===== config.mk =====
export PLATFORM = sky130hd
export DESIGN_NAME = fetch_stage
export DESIGN_NICKNAME = d
export VERILOG_FILES = /design/src/rtl/fetch_stage.sv
export SDC_FILE = /design/constraint.sdc
export NUM_CORES = 1
export LEC_CHECK = 0
export CAP_MARGIN = 20
export CELL_PAD_IN_SITES_DETAIL_PLACEMENT = 0
export CELL_PAD_IN_SITES_GLOBAL_PLACEMENT = 2
export CORE_MARGIN = 3
export CORE_UTILIZATION = 28
export CTS_CLUSTER_DIAMETER = 60
export DETAILED_ROUTE_END_ITERATION = 10
export HOLD_SLACK_MARGIN = 0.08
export PLACE_DENSITY = 0.88
export SETUP_SLACK_MARGIN = 0.1
export SLEW_MARGIN = 20
export SYNTH_ARGS = -nofsm -noshare
export SYNTH_HDL_FRONTEND = slang
export SYNTH_SLANG_ARGS = --single-unit
export TNS_END_PERCENT = 20

===== constraint.sdc =====
create_clock -name clk -period 2.15 [get_ports clk]
set_clock_uncertainty 0.05 [all_clocks]
set_input_delay 0.43 -clock clk [delete_from_list [all_inputs] [get_ports clk]]
set_output_delay 0.43 -clock clk [all_outputs]
set_load 0.005 [all_outputs]

===== src/rtl/fetch_stage.sv =====
`default_nettype none
// ============================================================================
// Module      : fetch_stage
// Description : RV32I instruction fetch stage. Holds the PC, issues one word
//               request at a time to instruction memory, buffers a single
//               fetched instruction for decode and handles PC redirects by
//               flushing the buffer and discarding any stale response.
// Revision    : 1.0 - initial release
// ============================================================================
module fetch_stage #(
    parameter int unsigned     XLEN     = 32,
    parameter logic [XLEN-1:0] RESET_PC = '0
) (
    input  logic            clk,
    input  logic            rst_n,
    output logic            imem_req_valid,
    input  logic            imem_req_ready,
    output logic [XLEN-1:0] imem_addr,
    input  logic            imem_rsp_valid,
    input  logic [XLEN-1:0] imem_rsp_data,
    input  logic            redirect_valid,
    input  logic [XLEN-1:0] redirect_pc,
    output logic            id_valid,
    input  logic            id_ready,
    output logic [XLEN-1:0] id_instr,
    output logic [XLEN-1:0] id_pc,
    output logic [XLEN-1:0] id_pc_plus4
);

    // FETCH: idle, WAIT: response will be kept, DROP: response will be discarded
    localparam logic [1:0] S_FETCH = 2'd0;
    localparam logic [1:0] S_WAIT  = 2'd1;
    localparam logic [1:0] S_DROP  = 2'd2;

    localparam logic [XLEN-1:0] C_WORD       = XLEN'(4);
    localparam logic [XLEN-1:0] C_ALIGN_MASK = ~XLEN'(3);

    logic [1:0]      state_q, state_d;
    logic [XLEN-1:0] pc_q, pc_d;
    logic [XLEN-1:0] req_pc_q, req_pc_d;
    logic            id_valid_q, id_valid_d;
    logic [XLEN-1:0] id_instr_q, id_instr_d;
    logic [XLEN-1:0] id_pc_q, id_pc_d;
    logic [XLEN-1:0] id_pc_plus4_q, id_pc_plus4_d;

    logic w_buf_free;
    logic w_req_fire;
    logic w_load;

    assign w_buf_free = !id_valid_q || id_ready;
    assign w_req_fire = imem_req_valid && imem_req_ready;
    // A kept response is only written to the buffer when no redirect kills it
    assign w_load     = (state_q == S_WAIT) && imem_rsp_valid && !redirect_valid;

    // State register
    always_ff @(posedge clk or negedge rst_n) begin
        if (!rst_n) begin
            state_q <= S_FETCH;
        end else begin
            state_q <= state_d;
        end
    end

    // Next-state: track the single outstanding request and whether it is stale
    always_comb begin
        state_d = state_q;
        case (state_q)
            S_FETCH: begin
                if (w_req_fire) begin
                    state_d = S_WAIT;
                end
            end
            S_WAIT: begin
                if (imem_rsp_valid) begin
                    state_d = S_FETCH;
                end else if (redirect_valid) begin
                    state_d = S_DROP;
                end
            end
            S_DROP: begin
                if (imem_rsp_valid) begin
                    state_d = S_FETCH;
                end
            end
            default: state_d = S_FETCH;
        endcase
    end

    // Outputs: request only when idle, buffer can take the result, and no redirect
    always_comb begin
        imem_req_valid = (state_q == S_FETCH) && w_buf_free && !redirect_valid;
        imem_addr      = pc_q;
    end

    // Datapath next values; redirect overrides PC advance and flushes the buffer
    always_comb begin
        pc_d          = pc_q;
        req_pc_d      = req_pc_q;
        id_valid_d    = id_valid_q;
        id_instr_d    = id_instr_q;
        id_pc_d       = id_pc_q;
        id_pc_plus4_d = id_pc_plus4_q;

        if (w_req_fire) begin
            req_pc_d = pc_q;
            pc_d     = pc_q + C_WORD;
        end

        if (w_load) begin
            id_instr_d    = imem_rsp_data;
            id_pc_d       = req_pc_q;
            id_pc_plus4_d = req_pc_q + C_WORD;
            id_valid_d    = 1'b1;
        end else if (id_valid_q && id_ready) begin
            id_valid_d = 1'b0;
        end

        if (redirect_valid) begin
            pc_d       = redirect_pc & C_ALIGN_MASK;
            id_valid_d = 1'b0;
        end
    end

    // Datapath registers
    always_ff @(posedge clk or negedge rst_n) begin
        if (!rst_n) begin
            pc_q          <= RESET_PC;
            req_pc_q      <= '0;
            id_valid_q    <= 1'b0;
            id_instr_q    <= '0;
            id_pc_q       <= '0;
            id_pc_plus4_q <= '0;
        end else begin
            pc_q          <= pc_d;
            req_pc_q      <= req_pc_d;
            id_valid_q    <= id_valid_d;
            id_instr_q    <= id_instr_d;
            id_pc_q       <= id_pc_d;
            id_pc_plus4_q <= id_pc_plus4_d;
        end
    end

    assign id_valid    = id_valid_q;
    assign id_instr    = id_instr_q;
    assign id_pc       = id_pc_q;
    assign id_pc_plus4 = id_pc_plus4_q;

    // imem must never respond while no request is outstanding
    a_no_rsp_in_fetch: assert property (@(posedge clk) disable iff (!rst_n)
        !((state_q == S_FETCH) && imem_rsp_valid));

endmodule
`default_nettype wire


# Word-level counts from Yosys, hierarchy flattened
# Cells that the tools add are included.
# op_classes
addsub	2
eq_ne	5
n_mux	10
n_reduce_logical	13
# ops
operator	count
32-bit by 3-bit adder with 32-bit output, second input constant	2
32-bit two-way mux	2
2-bit two-way mux	4
1-bit logical AND	6
2-bit one-hot mux with 3 select lines	1
2-bit != test, second input constant	2
1-bit two-way mux	3
3-bit != test, second input constant	1
3-bit AND reduction	1
3-bit nonzero test	1
2-bit by 1-bit equality test with 1-bit output, second input constant	1
2-bit equality test, second input constant	1
1-bit logical NOT	2
2-bit logical NOT	1
2-bit nonzero test	1
1-bit logical OR	1
# word_totals
regBits	163
in_bits	70
output_inout_bits	130

# Logic depth before layout (Yosys ltp)
# Gate-level depths: netlist of run 1.
# depth
depth_word	7
depth_mapped	8

# Worst setup path before layout of run 1
# OpenSTA, ideal clock, no wires.
# synth_timing
path_kind	input to register
from	input port redirect_valid
to	register pc_q[16] (netlist: imem_addr[16])
arrival_ns	1.775
required_time_ns	1.953
slack_ns	0.179
path_stages	8
cell_sequence	buf_2 > nor2_2 > and4b_1 > buf_2 > buf_2 > nand4_1 > o211ai_1 > o311ai_0
# synth_via
elab_chain_cells	4
# synth_lines
item	line_no	rtl
start, declared	21	input logic redirect_valid,
1-bit logical NOT	91	imem_req_valid = (state_q == S_FETCH) && w_buf_free && !redirect_valid;
1-bit logical AND	91	
1-bit logical AND	51	assign w_req_fire = imem_req_valid && imem_req_ready;
2-bit nonzero test (no line)	-	
end signal, assigned	134	pc_q <= pc_d;
end, declared	39	logic [XLEN-1:0] pc_q, pc_d;
# Parallel ways exist; a longest one is shown, timed or not.
# A chain may end at the register's enable or synchronous reset.

# Worst setup path in the final report of run 1
# layout_timing
from	input port redirect_valid
to	output port imem_req_valid
# layout_via
elab_chain_cells	2
# layout_lines
item	line_no	rtl
1-bit logical NOT	91	
1-bit logical AND	91	
end, declared	16	output logic imem_req_valid,
# No other way between the ends.

==> results of run 1 <==
[worst paths after layout]
| kind | to | slack (ns) | depth (start not counted) |
|---|---|---|---|
| max in group asynchronous | id_pc[8] | 0.80 | 3 |
| max reg2reg | imem_addr[25] | 0.22 | 6 |
| max | imem_req_valid | 0.14 | 5 |
| min | id_pc[13] | 0.42 | 2 |
| min in group asynchronous | imem_addr[3] | 0.48 | 2 |
| min reg2reg | id_pc[13] | 0.42 | 2 |
[tightest hold or removal path, stage by stage (launching register included)]
cell and delay [ns]:
sky130_fd_sc_hd__dfrtp_1 0.34, sky130_fd_sc_hd__nand2_1 0.05, sky130_fd_sc_hd__nand2_1 0.05
[cell usage in the layout, fill, tap and decap left out, types with 4 or more instances in the layout]
cell	n
sky130_fd_sc_hd__and4_1	5
sky130_fd_sc_hd__nand3_1	22
sky130_fd_sc_hd__nor4_1	5
sky130_fd_sc_hd__inv_1	7
sky130_fd_sc_hd__and3_1	9
sky130_fd_sc_hd__nand2_1	334
sky130_fd_sc_hd__nor2_1	14
sky130_fd_sc_hd__nor2_2	4
sky130_fd_sc_hd__nand2b_1	4
sky130_fd_sc_hd__buf_4	63
sky130_fd_sc_hd__dfrtp_1	154
sky130_fd_sc_hd__a221o_1	6
sky130_fd_sc_hd__a31oi_1	5
sky130_fd_sc_hd__a21oi_1	4
sky130_fd_sc_hd__xor2_1	13
sky130_fd_sc_hd__nor3_1	5
sky130_fd_sc_hd__conb_1	6
sky130_fd_sc_hd__buf_12	6
sky130_fd_sc_hd__clkdlybuf4s50_1	189
sky130_fd_sc_hd__xnor2_1	16
sky130_fd_sc_hd__clkbuf_8	4
sky130_fd_sc_hd__clkbuf_16	17
sky130_fd_sc_hd__o21ai_0	54
sky130_fd_sc_hd__o211ai_1	10
sky130_fd_sc_hd__nand4_1	14
sky130_fd_sc_hd__o311ai_0	7
[power breakdown]
part / leakage (uW) / internal (uW) / switching (uW)
registers: 0.00197 / 3720 / 547
logic: 0.00249 / 1810 / 1240
clock network: 0.000296 / 1960 / 1200
[cell families (layout without fill, tap and decap cells)]
kind of cell / count (synthesis) / after routing / synth area share [%]
flip-flops: 155 / 155 / 55.2
adder cells (fa/ha/maj): 2 / 2 / 0.356
other: 1 / 6 / 0.0533
XOR/XNOR: 29 / 29 / 3.61
multiplexers: 3 / 3 / 0.427
buffers and inverters: 56 / 300 / 3.49
AO/OA/AOI/OAI: 100 / 100 / 9.09
AND/OR/NAND/NOR: 444 / 444 / 27.8
[synth_stat cells (2+ instances only)]
cell and number:
sky130_fd_sc_hd__a21oi_1 4, sky130_fd_sc_hd__a221o_1 6, sky130_fd_sc_hd__a22o_1 2, sky130_fd_sc_hd__a31oi_1 5, sky130_fd_sc_hd__a32oi_1 2, sky130_fd_sc_hd__and2_1 3
sky130_fd_sc_hd__and3_1 10, sky130_fd_sc_hd__and4_1 5, sky130_fd_sc_hd__buf_1 4, sky130_fd_sc_hd__buf_2 9, sky130_fd_sc_hd__buf_4 6, sky130_fd_sc_hd__clkbuf_1 29
sky130_fd_sc_hd__dfrtp_1 155, sky130_fd_sc_hd__ha_1 2, sky130_fd_sc_hd__inv_1 7, sky130_fd_sc_hd__mux2i_1 3, sky130_fd_sc_hd__nand2_1 334, sky130_fd_sc_hd__nand2b_1 5
sky130_fd_sc_hd__nand3_1 23, sky130_fd_sc_hd__nand3b_1 2, sky130_fd_sc_hd__nand4_1 14, sky130_fd_sc_hd__nand4_2 3, sky130_fd_sc_hd__nor2_1 17, sky130_fd_sc_hd__nor3_1 5
sky130_fd_sc_hd__nor4_1 6, sky130_fd_sc_hd__nor4b_1 2, sky130_fd_sc_hd__o211ai_1 10, sky130_fd_sc_hd__o21ai_0 54, sky130_fd_sc_hd__o311ai_0 7, sky130_fd_sc_hd__o311ai_1 3
sky130_fd_sc_hd__or3_1 3, sky130_fd_sc_hd__xnor2_1 16, sky130_fd_sc_hd__xor2_1 13
[what timing repair did]
action / 4_1_cts / 5_1_grt
hold endpoints to repair: 41 / 0
buffers inserted: 0 / 0
hold buffers: 1 / 0
pin swaps: 2 / 0
gates resized for setup: 3 / 4
endpoints found under the setup margin: 2 / 19
[metrics by stage]
| step | instances | setup TNS [ns] | setup WS, ns |
|---|---|---|---|
| 6_report | 1363 | 0 | 0.141 |
| 5_1_grt | 1363 | 0 | 0.0150 |
| 4_1_cts | 1363 | 0 | 0.0777 |
| 3_5_place_dp | 1330 | -3.64 | -0.270 |
| 3_3_place_gp | 1330 | -3.29 | -0.258 |
| 2_1_floorplan | 795 | 0 | 0.179 |
[routing by layer]
metal / wire length [um] / share of wire, %
met5: 0 / 0
met4: 150 / 0.71
met3: 1300 / 6.1
met2: 9310 / 44
met1: 10500 / 49
[final cells by class]
type | instances | area (um2) | area share [%]
flip-flops and latches | 155 | 3880 | 37.3
multi-input cells | 584 | 2960 | 28.4
repair buffers | 261 | 2510 | 24.2
clock buffers | 23 | 488 | 4.69
well taps | 324 | 405 | 3.90
clock inverters | 9 | 135 | 1.30
inverters | 7 | 26.3 | 0.252
[registers in the layout (all words and copies together) (netlist names)]
signal / cells
imem_addr: 30
id_pc_plus4: 30
id_valid: 1
id_instr: 32
req_pc_q: 30
id_pc: 30
state_q: 2
==> results list, run 1 <==
- FF-to-FF Start: imem_addr[2]
* Max-capacitance violation count: 0
- Across the VDD grid, the largest voltage drop is 0.492 mV.
- DR vias: 6214
- The Yosys step of the flow raised 0 warnings.
- Overall Power: 10500 uW
- Total Die Area: 27100 um2
- Ant diodes: 0
- Proportion of synthesized chip area in sequential cells: between 50 and 60%
- For this run, the leading register cell type out of synthesis is sky130_fd_sc_hd__dfrtp_1.
* Post-synthesis instance area: 7030 um2
* Arr. time, crit path: 1.53 ns
- For the finished layout, the period the worst path requires is 2.01 ns.
- After clock tree synthesis, the clock-pin slew on the worst setup and hold paths is roughly 0.060 ns.
- In this run, CTS created clock tree buffers numbering 17.
* DR WL/cell: 15.6 um
- Kind of critical path: input pin to primary output
- For this run, global-route usage on met3 was measured as 3.59%.
- Measured on the finished design, the core utilization comes to 42.4%.
- P_leak: 0.00475 uW
- By area the synthesized netlist is led by sky130_fd_sc_hd__dfrtp_1 (55%), sky130_fd_sc_hd__nand2_1 (18%), sky130_fd_sc_hd__o21ai_0 (3.8%).
- Critical path launch point type: input pin
* Count of antenna-violating nets left after detailed routing: 0
* Via density: 4.56
- Traced cell by cell, the critical path runs through clkdlybuf4s50_1 -> nor2_2 -> nand2_1 -> nor2_2 -> dlygate4sd2_1.
- The die is about 160 um wide.
- Worst hold slack after final layout: between 0.4 and 0.5 ns
- Clock latency on the worst-skew pair: 0.42 ns
- Power per cell area: 1010 nW/um2
- Global Route met2 Usage: 24.0%
- Among all stages on the critical path, the largest delay is contributed by sky130_fd_sc_hd__clkdlybuf4s50_1.
- The number of antenna violations at the first check in global routing was 0.
- Maximum number of buffers from clock root to sink: 2
- After detailed routing, the number of remaining DRC violations is 0.
- Setup violators final: 0
- Setup repair after global routing could not meet its margin everywhere.
- The total area inside the core boundary comes to roughly 25000 um2.
* Asr flop ratio synth: 100%
* Most used cell, CP: sky130_fd_sc_hd__nor2_2
- Post-synth top area share: 55.2%
- Yosys top cell by area: sky130_fd_sc_hd__dfrtp_1
- Cell area after placement: ~9800 um2
- Total number of nets in the final design: 1098
- Grt met1 use: 23.1%
- Worst Path Max Fanout: 3
* Final worst path period share: 93.5%
* Largest incremental delay on the critical path: between 0.4 and 0.5 ns
- WL final: 21200 um
* Pin count of the biggest net entering global routing: 59
- The die is 164 um tall.
* Worst hold-check path type: flop to flop
- Start point of the worst hold path: id_pc[13]
- STA classifies the critical path endpoint as a primary output.
- Number of unique standard cell types used by synthesis: 54
* Vias in the first global route: 6136
- Detailed placement ended at an HPWL of 15600 um.
* EDFF count, synth: 0
* Data required time at the worst endpoint: 1.67 ns
- Placer Congestion: roughly 0.84
* Cell chosen for the clock root: sky130_fd_sc_hd__clkbuf_16
- TritonCTS clock tree: done
- Mean instance size in the synthesized netlist: approximately 8.9 um2
- Post-synthesis register bit count: ~160
* Share of cells above drive strength 1: about 12%
* Worst path bufs/invs: 2
- Most heavily used metal layer in global routing: met2
- TritonCTS Sinks: 155
* Site Rows: 57
- Count of final hold-check violations: 0
- The H-tree was split into 4 levels.
- Congestion Overflow GR: 0
* Count of filler cells inserted in the layout: 2459
- Global-route wire length before repair: 33800 um
- Combined global-route utilization of all metal layers: approximately 16%
- Design area: 10400 um2
- Maximum frequency from static timing analysis: 0.498 GHz
- Worst setup path startpoint: redirect_valid
- Cell type group with the largest total delay on the critical path: buffers and inverters
* Number of input and output port buffers inserted: 191
- From synthesis to final layout, the design area changed by 48.0%.
- 1st-pass router iterations: 4
- Starting density of the core: 28.7%
* Count of pins on the block boundary: 200
* DRT iter0 DRCs: around 370
* Post-Syn Instances: around 800
* Slew Viols, Final: 0
- Run status: finished clean
(Power assumes the default switching activity.)
==> inputs of run 2 (changes only) <==
--- a/config.mk
+++ b/config.mk
@@ -9,11 +9,11 @@
 export CELL_PAD_IN_SITES_DETAIL_PLACEMENT = 0
 export CELL_PAD_IN_SITES_GLOBAL_PLACEMENT = 2
 export CORE_MARGIN = 3
-export CORE_UTILIZATION = 28
+export CORE_UTILIZATION = 25
 export CTS_CLUSTER_DIAMETER = 60
 export DETAILED_ROUTE_END_ITERATION = 10
 export HOLD_SLACK_MARGIN = 0.08
-export PLACE_DENSITY = 0.88
+export PLACE_DENSITY = 0.83
 export SETUP_SLACK_MARGIN = 0.1
 export SLEW_MARGIN = 20
 export SYNTH_ARGS = -nofsm -noshare
==> constraint.sdc (replaced) <==
create_clock -name clk -period 1.8 [get_ports clk]
set_clock_uncertainty 0.05 [all_clocks]
set_input_delay 0.36 -clock clk [delete_from_list [all_inputs] [get_ports clk]]
set_output_delay 0.36 -clock clk [all_outputs]
set_load 0.005 [all_outputs]
==> results list, run 2 (same netlist as run 1, synthesis figures left out) <==
- Overall Power: 12300 uW
* Kind of critical path: flop to flop
- Unrepaired setup endpoints after global routing: yes
- Maximum vdd drop: ~0.61 mV
- FF-to-FF Start: imem_addr[9]
- Final worst path period share: 105%
* Worst Path Max Fanout: 6
- In the global route stage, met1 resource usage came out at 21.8%.
- WL final: 23300 um
- For this run, the total global-route usage over all layers was measured as 15.4%.
- DR vias: approximately 6600
* Data required time at the worst endpoint: ~2.0 ns
- Arr. time, crit path: 2.13 ns
* Crit end category: flop
- met2 is the most crowded layer.
- Total Die Area: 30200 um2
* Total number of nets in the final design: 1183
* DRT iter0 DRCs: 369
- Global-route wire length before repair: 37100 um
- Antenna violations before repair: 0
* Clock latency on the worst-skew pair: around 0.42 ns
- Most common cell after layout, fill and taps aside: sky130_fd_sc_hd__nand2_1
* Ant diodes: 0
- Die Span Y: 174 um
* Setup violators final: 3
- Worst-path cell chain: buf_6 -> nand4_1 -> nor4_4 -> buf_6 -> nand2_2 -> o211a_1 -> or3_1
- In the final layout, the multi-input gates occupy 3210 um2.
- Largest incremental delay on the critical path: 0.37 ns
* Met3 usage in global routing: between 2 and 3%
- Via density: roughly 4.4
* Area growth, synth to finish: 60.9%
- Final hold analysis gives a worst-case slack of 0.363 ns.
- Core Footprint: 27300 um2
- In the routed design, unresolved DRC markers number 0.
- After layout, the minimum clock period comes to 1.89 ns.
* 1st-pass router iterations: 5
- The path class of the tightest hold or removal check is input pin to asynchronous set/reset pin.
- Entering global routing, the biggest net connects 51 pins.
- Critical-path cell with the highest stage delay: sky130_fd_sc_hd__dfrtp_1
* Inserted Clock Buffers: 17
- Static timing analysis puts the maximum clock frequency at 0.530 GHz.
- In this run the critical register-to-register path is captured at imem_addr[25].
- Count of pins on the block boundary: 200
- Congestion Overflow GR: 0
- The checks that failed: negative setup slack.
* Starting density of the core: 25.7%
- Number of input and output port buffers inserted: 191
- Measured in cells, the most critical reg-to-reg path has a length of 7.
* TritonCTS clock tree: done
* Power per cell area: 1090 nW/um2
- Htree depth: 4
- Vias in the first global route: 6617
- Flip-flop count of the largest register, all copies and words added: 32
* Placer Congestion: ~0.8
* Die Width: 174 um
* Maximum number of buffers from clock root to sink: 2
- Area of all sequential standard cells: roughly 4000 um2
- Row generation in the floorplan step produced 60 rows.
* Most used cell, CP: sky130_fd_sc_hd__buf_6
- Smallest setup slack after layout: -0.0884 ns
- Max-capacitance violation count: 0
* Critical path launch point type: flop
- Setup WS pre-CTS: -0.521 ns
- Global Route met2 Usage: 23.9%
* Setup slack on the worst flop-to-flop path: -0.09 ns
- DR WL/cell: 15.6 um
- Cell chosen for the clock root: sky130_fd_sc_hd__clkbuf_16
- Count of filler cells inserted in the layout: 2735
* Slew Viols, Final: 0
- In the layout the commonest cells are sky130_fd_sc_hd__nand2_1 (332), sky130_fd_sc_hd__dfrtp_1 (147), sky130_fd_sc_hd__buf_4 (129).
* Count of final hold-check violations: 0
- The run finished, with violations left.
* CTS clock-pin slew for the worst setup and hold paths: 0.07 ns
* Share of cells above drive strength 1: approximately 22%
- HPWL reported at the end of detailed placement: 17000 um
* Count of antenna-violating nets left after detailed routing: 0
* TritonCTS Sinks: between 150 and 200
- P_leak: 0.00579 uW
-- run 2: cell count changes in the layout (fill, tap and decap cells not counted), moves of 5 or more --
cell / delta
sky130_fd_sc_hd__clkdlybuf4s50_1: -124
sky130_fd_sc_hd__dlygate4sd2_1: +107
sky130_fd_sc_hd__buf_4: +66
sky130_fd_sc_hd__buf_6: +15
sky130_fd_sc_hd__o21ai_0: -14
sky130_fd_sc_hd__o21ai_1: +14
sky130_fd_sc_hd__dlymetal6s2s_1: +12
sky130_fd_sc_hd__dfrtp_1: -7
sky130_fd_sc_hd__dfrtp_2: +7
sky130_fd_sc_hd__o311ai_0: -6
sky130_fd_sc_hd__o311ai_1: +6
sky130_fd_sc_hd__nand3_1: -5
sky130_fd_sc_hd__nor2_4: +5
-- run 2: how the worst max path moves through the flow --
stage,cells past startpoint,start,end
floorplan,6,req_pc_q[7],id_pc_plus4[31]
detailed placement,7,id_ready,imem_addr[15]
global placement,8,redirect_valid,imem_addr[13]
CTS,7,imem_addr[2],imem_addr[25]
global route,7,imem_addr[9],imem_addr[25]
finish,7,imem_addr[9],imem_addr[25]
-- run 2: critical path: cells and delay by family, from the launching register on --
kind / cells / cell delay [ns]
DFF: 1 / 0.37
AOI/OAI and AO/OA: 1 / 0.22
and+or+nand+nor: 4 / 0.83
buffers and inverters: 2 / 0.28
-- run 2: timing repair --
action,CTS,global route
pin swaps,19,21
endpoints found under the hold margin,35,0
setup endpoints to repair,147,84
buffers inserted,31,6
hold buffers,1,0
resized for setup,178,47
-- run 2: area by class of cell --
| type | instances | share of cell area [%] |
|---|---|---|
| Clock buffer | 19 | 4.00 |
| Clock inverter | 12 | 1.24 |
| Inverter | 7 | 0.232 |
| Multi-Input combinational cell | 584 | 28.4 |
| Sequential cell | 155 | 34.4 |
| Tap cell | 372 | 4.11 |
| Timing Repair Buffer | 346 | 27.7 |
-- run 2: metal layers --
metal,vias to the layer above,part of all wire (%)
met3,21,4.3
met2,173,45
li1,3278,-
met1,3131,49
met5,-,0
met4,0,1.3
-- run 2: power by group --
group | internal (uW) | leakage [uW] | switching [uW]
Clock | 2120 | 0.000282 | 1520
Combinational | 1940 | 0.00355 | 1720
Sequential | 4440 | 0.00196 | 545
-- run 2: stage by stage --
stage	instances	TNS, ns	cell area (um2)	util, %
2_1_floorplan	795	-0.275	7110	-
3_3_place_gp	1426	-34.54	10200	37.5
3_5_place_dp	1426	-35.43	10200	37.5
4_1_cts	1489	-0.0522	11200	40.8
5_1_grt	1495	-0.759	11300	41.4
6_report	1495	-0.112	11300	41.4
